File: src/rtl/sevseg_scan_ctrl.sv
// Multiplexed N-digit 7-segment scan controller with hex decode, per-digit DP/blank/blink,
// PWM brightness, anti-ghost dead time and a shadow buffer committed only at frame wrap.
module sevseg_scan_ctrl #(
    parameter int unsigned NUM_DIGITS     = 4,
    parameter int unsigned REFRESH_DIV    = 100000,
    parameter int unsigned DEAD_CYCLES    = 64,
    parameter int unsigned PWM_BITS       = 4,
    parameter int unsigned BLINK_DIV_LOG2 = 25
) (
    input  logic                    clk,
    input  logic                    rst_n,
    input  logic                    load,
    input  logic [4*NUM_DIGITS-1:0] digits_in,
    input  logic [NUM_DIGITS-1:0]   dp_in,
    input  logic [NUM_DIGITS-1:0]   blank_in,
    input  logic [NUM_DIGITS-1:0]   blink_in,
    input  logic [PWM_BITS-1:0]     brightness,
    output logic                    pending,
    output logic                    frame_done,
    output logic [6:0]              seg,
    output logic                    dp,
    output logic [NUM_DIGITS-1:0]   an
);

    localparam int unsigned SLOT_W = (REFRESH_DIV > 1) ? $clog2(REFRESH_DIV) : 1;
    localparam int unsigned IDX_W  = (NUM_DIGITS > 1) ? $clog2(NUM_DIGITS) : 1;
    localparam logic [SLOT_W-1:0] SLOT_LAST = SLOT_W'(REFRESH_DIV - 1);
    localparam logic [SLOT_W-1:0] SLOT_DEAD = SLOT_W'(DEAD_CYCLES);
    localparam logic [IDX_W-1:0]  IDX_LAST  = IDX_W'(NUM_DIGITS - 1);

    logic [SLOT_W-1:0]               slot_q, slot_d;
    logic [IDX_W-1:0]                idx_q, idx_d;
    logic [PWM_BITS-1:0]             pwm_q;
    logic [BLINK_DIV_LOG2-1:0]       blink_cnt_q;
    logic                            slot_end, wrap, lit;

    logic [NUM_DIGITS-1:0][3:0]      sh_digits_q, act_digits_q;
    logic [NUM_DIGITS-1:0]           sh_dp_q, sh_blank_q, sh_blink_q;
    logic [NUM_DIGITS-1:0]           act_dp_q, act_blank_q, act_blink_q;
    logic                            pending_q;

    logic [NUM_DIGITS-1:0]           an_q, an_d;
    logic [6:0]                      seg_q, seg_d;
    logic                            dp_q, dp_d;

    // Active-low segment patterns, bit 0 = a ... bit 6 = g.
    function automatic logic [6:0] hex_to_seg(input logic [3:0] nib);
        logic [6:0] s;
        unique case (nib)
            4'h0: s = 7'h40;
            4'h1: s = 7'h79;
            4'h2: s = 7'h24;
            4'h3: s = 7'h30;
            4'h4: s = 7'h19;
            4'h5: s = 7'h12;
            4'h6: s = 7'h02;
            4'h7: s = 7'h78;
            4'h8: s = 7'h00;
            4'h9: s = 7'h10;
            4'hA: s = 7'h08;
            4'hB: s = 7'h03;
            4'hC: s = 7'h46;
            4'hD: s = 7'h21;
            4'hE: s = 7'h06;
            4'hF: s = 7'h0E;
        endcase
        return s;
    endfunction

    always_comb begin
        slot_end = (slot_q == SLOT_LAST);
        wrap     = slot_end && (idx_q == IDX_LAST);
        slot_d   = slot_end ? '0 : slot_q + 1'b1;
        idx_d    = idx_q;
        if (slot_end) begin
            idx_d = (idx_q == IDX_LAST) ? '0 : idx_q + 1'b1;
        end
    end

    always_comb begin
        lit = (slot_q >= SLOT_DEAD) && (pwm_q <= brightness) && !act_blank_q[idx_q]
              && !(act_blink_q[idx_q] && blink_cnt_q[BLINK_DIV_LOG2-1]);
        an_d  = '1;
        seg_d = 7'h7F;
        dp_d  = 1'b1;
        if (lit) begin
            an_d[idx_q] = 1'b0;
            seg_d       = hex_to_seg(act_digits_q[idx_q]);
            dp_d        = ~act_dp_q[idx_q];
        end
    end

    always_ff @(posedge clk or negedge rst_n) begin
        if (!rst_n) begin
            slot_q      <= '0;
            idx_q       <= '0;
            pwm_q       <= '0;
            blink_cnt_q <= '0;
            an_q        <= '1;
            seg_q       <= 7'h7F;
            dp_q        <= 1'b1;
        end else begin
            slot_q      <= slot_d;
            idx_q       <= idx_d;
            pwm_q       <= pwm_q + 1'b1;
            blink_cnt_q <= blink_cnt_q + 1'b1;
            an_q        <= an_d;
            seg_q       <= seg_d;
            dp_q        <= dp_d;
        end
    end

    // Commit happens only at frame wrap so a frame never mixes old and new data.
    always_ff @(posedge clk or negedge rst_n) begin
        if (!rst_n) begin
            sh_digits_q  <= '0;
            sh_dp_q      <= '0;
            sh_blank_q   <= '1;
            sh_blink_q   <= '0;
            act_digits_q <= '0;
            act_dp_q     <= '0;
            act_blank_q  <= '1;
            act_blink_q  <= '0;
            pending_q    <= 1'b0;
        end else begin
            if (wrap) begin
                act_digits_q <= sh_digits_q;
                act_dp_q     <= sh_dp_q;
                act_blank_q  <= sh_blank_q;
                act_blink_q  <= sh_blink_q;
                pending_q    <= 1'b0;
            end
            if (load) begin
                sh_digits_q <= digits_in;
                sh_dp_q     <= dp_in;
                sh_blank_q  <= blank_in;
                sh_blink_q  <= blink_in;
                pending_q   <= 1'b1;
            end
        end
    end

    assign frame_done = wrap;
    assign pending    = pending_q;
    assign an         = an_q;
    assign seg        = seg_q;
    assign dp         = dp_q;

endmodule
File: config.mk
export PLATFORM = sky130hd
export DESIGN_NAME = sevseg_scan_ctrl
export DESIGN_NICKNAME = d
export VERILOG_FILES = /design/src/rtl/sevseg_scan_ctrl.sv
export SDC_FILE = /design/constraint.sdc
export NUM_CORES = 1
export LEC_CHECK = 0
export CORE_MARGIN = 2
export CORE_UTILIZATION = 46
export DETAILED_ROUTE_END_ITERATION = 10
export GPL_TIMING_DRIVEN = 0
export PLACE_DENSITY = 0.66
export SYNTH_ARGS = -nofsm -noshare
export SYNTH_HDL_FRONTEND = slang
export SYNTH_SLANG_ARGS = --single-unit
File: constraint.sdc
create_clock -name clk -period 4.3 [get_ports clk]
set_input_delay 1.075 -clock clk [delete_from_list [all_inputs] [get_ports clk]]
set_output_delay 1.075 -clock clk [all_outputs]
set_load 0.005 [all_outputs]
==> summary.md, run 1 <==
| Metric | Value |
|---|---|
| Status | `finished clean` |
| Post-synthesis simple-gate area fraction | `10.5%` |
| R2R Setup Slk | `1.92 ns` |
| Reg2reg end | `seg[1]$_DFF_PN1_` |
| EDFF count, synth | `0` |
| Worst hold endpoint | `blink_cnt_q[0]$_DFF_PN0_` |
| CTS Hold Bufs | `0` |
| Pin count of the biggest net entering global routing | `77` |
| Power consumption | `2.76 mW` |
| Global Route Usage Sum | `16.5%` |
| # nets final | `521` |
| Hold_sp | `blink_cnt_q[0]$_DFF_PN0_` |
| Final worst slack | `0.583 ns` |
| Tcrit/Tclk final | `86.5%` |
| Maximum Capacitance Violations | `0` |
| CP Max Fanout | `6` |
| Largest family of logic cells by synthesized area | `multiplexers` |
| Multiplexer share of the synthesized area | `16.9%` |
| Share of layout cells above drive strength 1 | `about a quarter` |
| Cell Pwr Density | `423 nW/um^2` |
| # setup viols final | `0` |
| CTS max path bufs | `2` |
| Fill count | `896` |
| Final Wtd Congestion | `0.809` |
| Worst hold stages | `1` |
| Syn nets | `454` |
| Utilization after layout | `59.7%` |
| Post-synthesis average cell area | `approximately 13 sq um` |
| Setup CP Type | `flip-flop to output pin` |
| Initial DRC Count | `137` |
| Synth Area in XOR/XNOR | `under 10%` |
| Setup bufs post-CTS | `0` |
| Post-Synthesis Cells | `401` |
| Worst-margin pin slew | `0.597 ns` |
| H-tree Lvls | `4` |
| RSZ-0062 raised after global routing | `false` |
| Startpoint types | `flip-flop` |
| DRC viols | `0` |
| TritonCTS buffer count | `17` |
| R2R Path Start | `idx_q[0]$_DFFE_PN0N_` |
| Most used DFF post-synth | `dfrtp_1` |
| CTS Sinks | `117` |
| Die Y | `110 um` |
| Peak VDD IR | `0.293 mV` |
| Post-layout min period | `3.72 ns` |
| Vias in the first global route | `between 3000 and 4000` |
| TritonCTS clock tree | `yes` |
| Most frequent cells in the layout | `97 x dfrtp_1, 48 x mux2_2, 46 x clkdlybuf4s50_1` |
| Final hold slack | `0.471 ns` |
| Post-synthesis cell type count | `37` |
| Worst reg2reg path depth | `7` |
| Root Driver | `clkbuf_16` |
| Area after DPL | `5890 sq um` |
| Post-cts resize count | `0` |
| Port Buffer Count | `between 40 and 50` |
| Initial Util | `47.7%` |
| Async SR Flop Fraction | `100%` |
| Post-Synth Adder-Cell Area | `about 4.3%` |
| Slew Limit Fails | `0` |
| Clk Latency, worst-skew pair | `roughly 0.41 ns` |
| Dpl hpwl | `6280 um` |
| Final Skew | `between 0.005 and 0.006 ns` |
| GR Overflow Total | `0` |
| Clk pin slew, worst setup/hold paths | `0.05 ns` |
| I/O pin cnt | `49` |
| Synthesis-to-layout area growth | `25.2%` |
| Critical path endpoint category | `output pin` |
| Register area share after synthesis | `between 50% and 60%` |
| Routed len/inst | `14.8 um` |
| Die Width | `roughly 110 um` |
| Crit path launch | `slot_q[0]$_DFF_PN0_` |
| WL final | `9170 um` |
| Compound-gate portion of the synthesized area | `2.74%` |
| Yosys Warn Count | `0` |
| Antenna viol nets, final | `0` |
| # diodes | `0` |
| Hold Path Class | `flip-flop to flip-flop` |
| Final instance area | `6530 sq um` |
| Initial antenna violation count | `0` |
| Fmax | `0.269 GHz` |
| Worst EP required | `3.22 ns` |
| Site Rows | `38` |
| Core area | `10900 sq um` |
| Worst Path Arrival | `between 2 and 3 ns` |
| LEAKAGE | `between 2 and 3 nW` |
| Via total after detailed routing | `3193` |
| Setup slack at placement | `0.997 ns` |
| Via density | `just over 5` |
| Die Footprint | `12200 sq um` |
| Yosys reg bits | `117` |
| Final hold vios | `0` |
| Post-Syn Area | `around 5200 sq um` |
| Slew headroom | `60.2%` |
| Commonest non-fill, non-tap cell in the layout | `dfrtp_1` |
| Global-route wire length before repair | `16100 um` |
| Drt pass-1 iters | `4` |
stage by stage:
stage / std cells / TNS (ns)
CTS: 620 / 0
floorplan: 401 / 0
global placement: 588 / -229.81
global route: 620 / 0
detailed placement: 589 / 0
finish: 620 / 0
synth_stat cells (all sizes together) (2+ instances only):
| library cell | count | share of area (%) |
|---|---|---|
| nand3 | 17 | 1.7 |
| and4 | 3 | 0.50 |
| and2 | 4 | 0.48 |
| nand2 | 33 | 2.4 |
| nor3 | 6 | 0.77 |
| clkbuf | 5 | 0.36 |
| or4 | 3 | 0.50 |
| mux2i | 7 | 1.3 |
| xor2 | 19 | 3.2 |
| o21ai | 11 | 1.1 |
| mux4 | 6 | 2.6 |
| dfrtp | 97 | 47 |
| inv | 14 | 1.0 |
| a21oi | 5 | 0.48 |
| buf | 6 | 0.82 |
| or3 | 4 | 0.48 |
| dfstp | 20 | 10 |
| nor2 | 20 | 1.4 |
| and3 | 3 | 0.36 |
| xnor2 | 21 | 3.5 |
| o211ai | 2 | 0.29 |
| nand4 | 10 | 1.2 |
| mux2 | 57 | 13 |
| nor4 | 2 | 0.36 |
| a22oi | 3 | 0.43 |
| ha | 18 | 4.3 |
power breakdown:
group	switching (mW)	internal, mW
Combinational	0.0393	0.0546
Sequential	0.0132	1.13
Clock	0.471	1.05
Total	0.524	2.24
state kept, by name (all words and copies together) (netlist names), 7 cells and up:
register	cells
slot_q	17
act_digits_q	16
seg	7
blink_cnt_q	25
sh_digits_q	16
layer usage:
metal / up-vias / GRT usage, % / routed length [um]
li1: 1534 / - / -
met1: 1581 / 22.4 / 4250
met2: 64 / 24.4 / 4300
met3: 14 / 5.32 / 411
met4: 0 / 7.17 / 208
met5: - / 0 / 0
logic make-up (layout without fill, tap and decap cells):
| group | after synthesis | in the layout |
|---|---|---|
| xor+xnor | 40 | 40 |
| simple gates | 107 | 107 |
| compound gates | 24 | 24 |
| flops | 117 | 117 |
| fa+ha+maj | 18 | 18 |
| buf+inv | 25 | 104 |
| mux | 70 | 70 |
worst max path at each step:
stage / end / slack, ns / cells after the start
floorplan: frame_done / 1.69 / 5
global placement: blink_cnt_q[11]$_DFF_PN0_ / -2.21 / 1
detailed placement: frame_done / 1.0 / 6
finish: frame_done / 0.58 / 6
global route: frame_done / 0.43 / 6
CTS: frame_done / 0.55 / 6
cell type report:
class / instances / area [sq um] / share of cell area, %
tap: 140 / 175 / 2.68
clock buffer: 21 / 460 / 7.06
inverter: 14 / 52.6 / 0.805
buffer: 11 / 61.3 / 0.940
sequential: 117 / 2950 / 45.3
multi-input combinational: 259 / 2150 / 32.9
clock inverter: 10 / 178 / 2.72
timing repair buffer: 48 / 499 / 7.65
worst max-delay path: stages (launching register included):
cell	delay, ns
dfrtp_1	0.43
ha_1	0.23
and4_1	0.26
nand2_1	0.11
or4_1	0.58
nor2_1	0.13
clkdlybuf4s50_1	0.51
No activity file was read; power rests on OpenSTA's default activity.
==> run 2, diff against run 1 <==
- CORE_ASPECT_RATIO: not set -> 0.75
- CTS_CLUSTER_DIAMETER: not set -> 100
- DONT_BUFFER_PORTS: not set -> 1
- PLACE_DENSITY: 0.66 -> not set
==> run 2 against run 1 <==
First-iteration DRC count decreased by 6.6%. Global-route usage decreased by 0.099 points. Clock power decreased by 17%. Total power decreased by 11%. Worst hold slack got worse by 0.10 ns. Register-to-register slack got worse by 0.06 ns. Highest routed layer is now met5. Largest power group unchanged. Critical path type unchanged. Combinational power decreased by 58%. Fmax increased by 15%.
==> summary.md, run 2 (synthesis results as in run 1) <==
| Metric | Value |
|---|---|
| WL final | `9120 um` |
| Final Skew | `0.00933 ns` |
| Cell Pwr Density | `413 nW/um^2` |
| Initial Util | `47.5%` |
| Power share of the clock group | `between 50% and 60%` |
| Clk Latency, worst-skew pair | `0.40 ns` |
| Sw Pwr | `roughly 0.48 mW` |
| Die Width | `127 um` |
| Slew headroom | `62.7%` |
| Antenna viol nets, final | `0` |
| Pin count of the biggest net entering global routing | `118` |
| # setup viols final | `0` |
| Die Footprint | `12200 sq um` |
| Slowest library cell on the worst path | `or4_1` |
| Worst EP required | `between 3 and 4 ns` |
| Area after DPL | `5390 sq um` |
| CP Max Fanout | `6` |
| Startpoint types | `flip-flop` |
| RSZ-0062 raised after global routing | `false` |
| Via total after detailed routing | `3018` |
| Largest register by flop count | `blink_cnt_q` |
| Die Y | `96.2 um` |
| Peak VDD IR | `0.276 mV` |
| TritonCTS buffer count | `17` |
| CTS Hold Bufs | `0` |
| Final instance area | `5930 sq um` |
| GR Overflow Total | `0` |
| CTS max path bufs | `2` |
| Synthesis-to-layout area growth | `13.8%` |
| Internal Power | `around 2.0 mW` |
| Global-route wire length before repair | `15100 um` |
| Final hold vios | `0` |
| Root Driver | `clkbuf_16` |
| Worst Path Arrival | `between 2 and 2.5 ns` |
| Maximum Capacitance Violations | `0` |
| Via density | `5.26` |
| # nets final | `473` |
| Setup bufs post-CTS | `0` |
| Setup CP Type | `flip-flop to output pin` |
| Top flop regs | `blink_cnt_q x25, slot_q x17` |
| Port Buffer Count | `0` |
| Worst-margin pin slew | `0.560 ns` |
| Commonest non-fill, non-tap cell in the layout | `dfrtp_1` |
| Clk pin slew, worst setup/hold paths | `0.05 ns` |
| Routed len/inst | `~16 um` |
| Post-cts resize count | `0` |
| Critical path's top delay family | `simple AND/OR/NAND/NOR gates` |
| Dpl hpwl | `6120 um` |
| Fmax | `0.308 GHz` |
| Site Rows | `33` |
| CTS Sinks | `117` |
| Initial DRC Count | `around 130` |
| I/O pin cnt | `49` |
| Share of layout cells above drive strength 1 | `27.7%` |
| Cell Count, Final, Fillers Out | `574` |
| DRC viols | `0` |
| Hold Path Class | `input port to asynchronous set/reset pin` |
| Most frequent cells in the layout | `97 x dfrtp_1, 48 x mux2_2, 33 x nand2_1` |
| Power share of the sequential group | `46.8%` |
| Tcrit/Tclk final | `75.4%` |
| Sw Share | `between 10% and 20%` |
| Status | `finished clean` |
| Initial antenna violation count | `1` |
| Global Route Usage Sum | `16.4%` |
| Worst-path cell chain | `ha_1 -> and4_1 -> nand2_1 -> or4_1 -> nor2_1` |
| Final setup TNS | `0 ns` |
| Slew Limit Fails | `0` |
| Largest register FFs | `25` |
| Post-layout min period | `3.24 ns` |
| Combinational share of power | `1.6%` |
| LEAKAGE | `2.68 nW` |
| Max stage delay on crit path | `0.56 ns` |
| TritonCTS clock tree | `yes` |
| Vias in the first global route | `roughly 2900` |
| Cells after DPL | `about 540` |
| Final Wtd Congestion | `0.740` |
| H-tree Lvls | `4` |
| Drt pass-1 iters | `4` |
| Critical path endpoint category | `output pin` |
| Buf/Inv on CP | `0` |
| Core area | `11000 sq um` |
run 2: changes by cell type in the layout (fill, tap and decap cells not counted):
cell and delta:
clkdlybuf4s50_1 -46, bufinv_16 -5, clkbuf_1 +4, clkbuf_8 +3, buf_16 -1, buf_6 -1
clkinv_2 -1, diode_2 +1
run 2: path summary, 6_finish.rpt:
path | slack [ns] | to | cells after the start | startpoint
setup reg to reg | 1.86 | seg[1]$_DFF_PN1_ | 7 | idx_q[0]$_DFFE_PN0N_
hold / removal | 0.37 | slot_q[4]$_DFF_PN0_ | 0 | rst_n
setup / recovery | 1.06 | frame_done | 5 | slot_q[0]$_DFF_PN0_
max in group asynchronous | 3.64 | seg[6]$_DFF_PN1_ | 0 | rst_n
hold reg to reg | 0.47 | blink_cnt_q[4]$_DFF_PN0_ | 1 | blink_cnt_q[4]$_DFF_PN0_
min in group clk | 0.47 | blink_cnt_q[4]$_DFF_PN0_ | 1 | blink_cnt_q[4]$_DFF_PN0_
run 2: area by class of cell:
cell class              count  area (sq um)
well taps                 140           175
diodes                      1          2.50
clock inverters             4          22.5
inverters                  14          52.6
flip-flops and latches    117          2950
clock buffers              28           517
multi-input cells         259          2150
plain buffers              11          61.3
fillers                   921          5050
run 2: power groups by stage:
stage | Combinational (mW) | Sequential, mW | Clock (mW)
3_3_place_gp | 0.0380 | 1.16 | 0
6_report | 0.0397 | 1.15 | 1.26
2_1_floorplan | 0.0351 | 1.16 | 0
5_1_grt | 0.0445 | 1.15 | 1.35
4_1_cts | 0.0403 | 1.15 | 1.29
3_5_place_dp | 0.0399 | 1.16 | 0
run 2: metal layers:
| metal | track usage, % | vias up | wire length (um) |
|---|---|---|---|
| met5 | 0 | - | 11 |
| met4 | 7.69 | 2 | 99 |
| met2 | 23.1 | 58 | 3890 |
| met1 | 22.8 | 1506 | 4640 |
| met3 | 5.73 | 12 | 480 |
| li1 | - | 1440 | - |
run 2: stage by stage:
stage / util [%] / power [mW] / hold slack, ns / setup slack [ns]
3_3_place_gp: 49.1 / 1.20 / 0.459 / 1.44
4_1_cts: 54.0 / 2.48 / 0.354 / 1.02
2_1_floorplan: - / 1.19 / 0.438 / 1.69
6_report: 54.0 / 2.45 / 0.368 / 1.06
3_5_place_dp: 49.1 / 1.20 / 0.456 / 1.38
5_1_grt: 54.0 / 2.55 / 0.344 / 0.910
run 2: worst reg2reg max path, stage by stage (launching register included):
cell	delay (ns)
dfrtp_1	0.38
buf_2	0.30
mux4_2	0.56
a21oi_1	0.25
o21ai_0	0.20
nor2_1	0.19
buf_2	0.27
o211ai_1	0.18
==> run 3, diff against run 2 <==
- clock period: 4.3 -> 3.2 ns (I/O delays scaled with it)
==> results of run 3 <==
Same layout as run 2 (identical final DEF). Status: finished clean.
Among the figures that moved: setup slack after placement 1.38 ns -> 0.554 ns; setup slack after layout 1.06 ns -> 0.232 ns; hold slack 0.368 ns -> 0.0934 ns; register-to-register setup slack 1.86 ns -> 0.76 ns; total power 2.45 mW -> 3.29 mW; worst IR drop on VDD 0.276 mV -> 0.371 mV
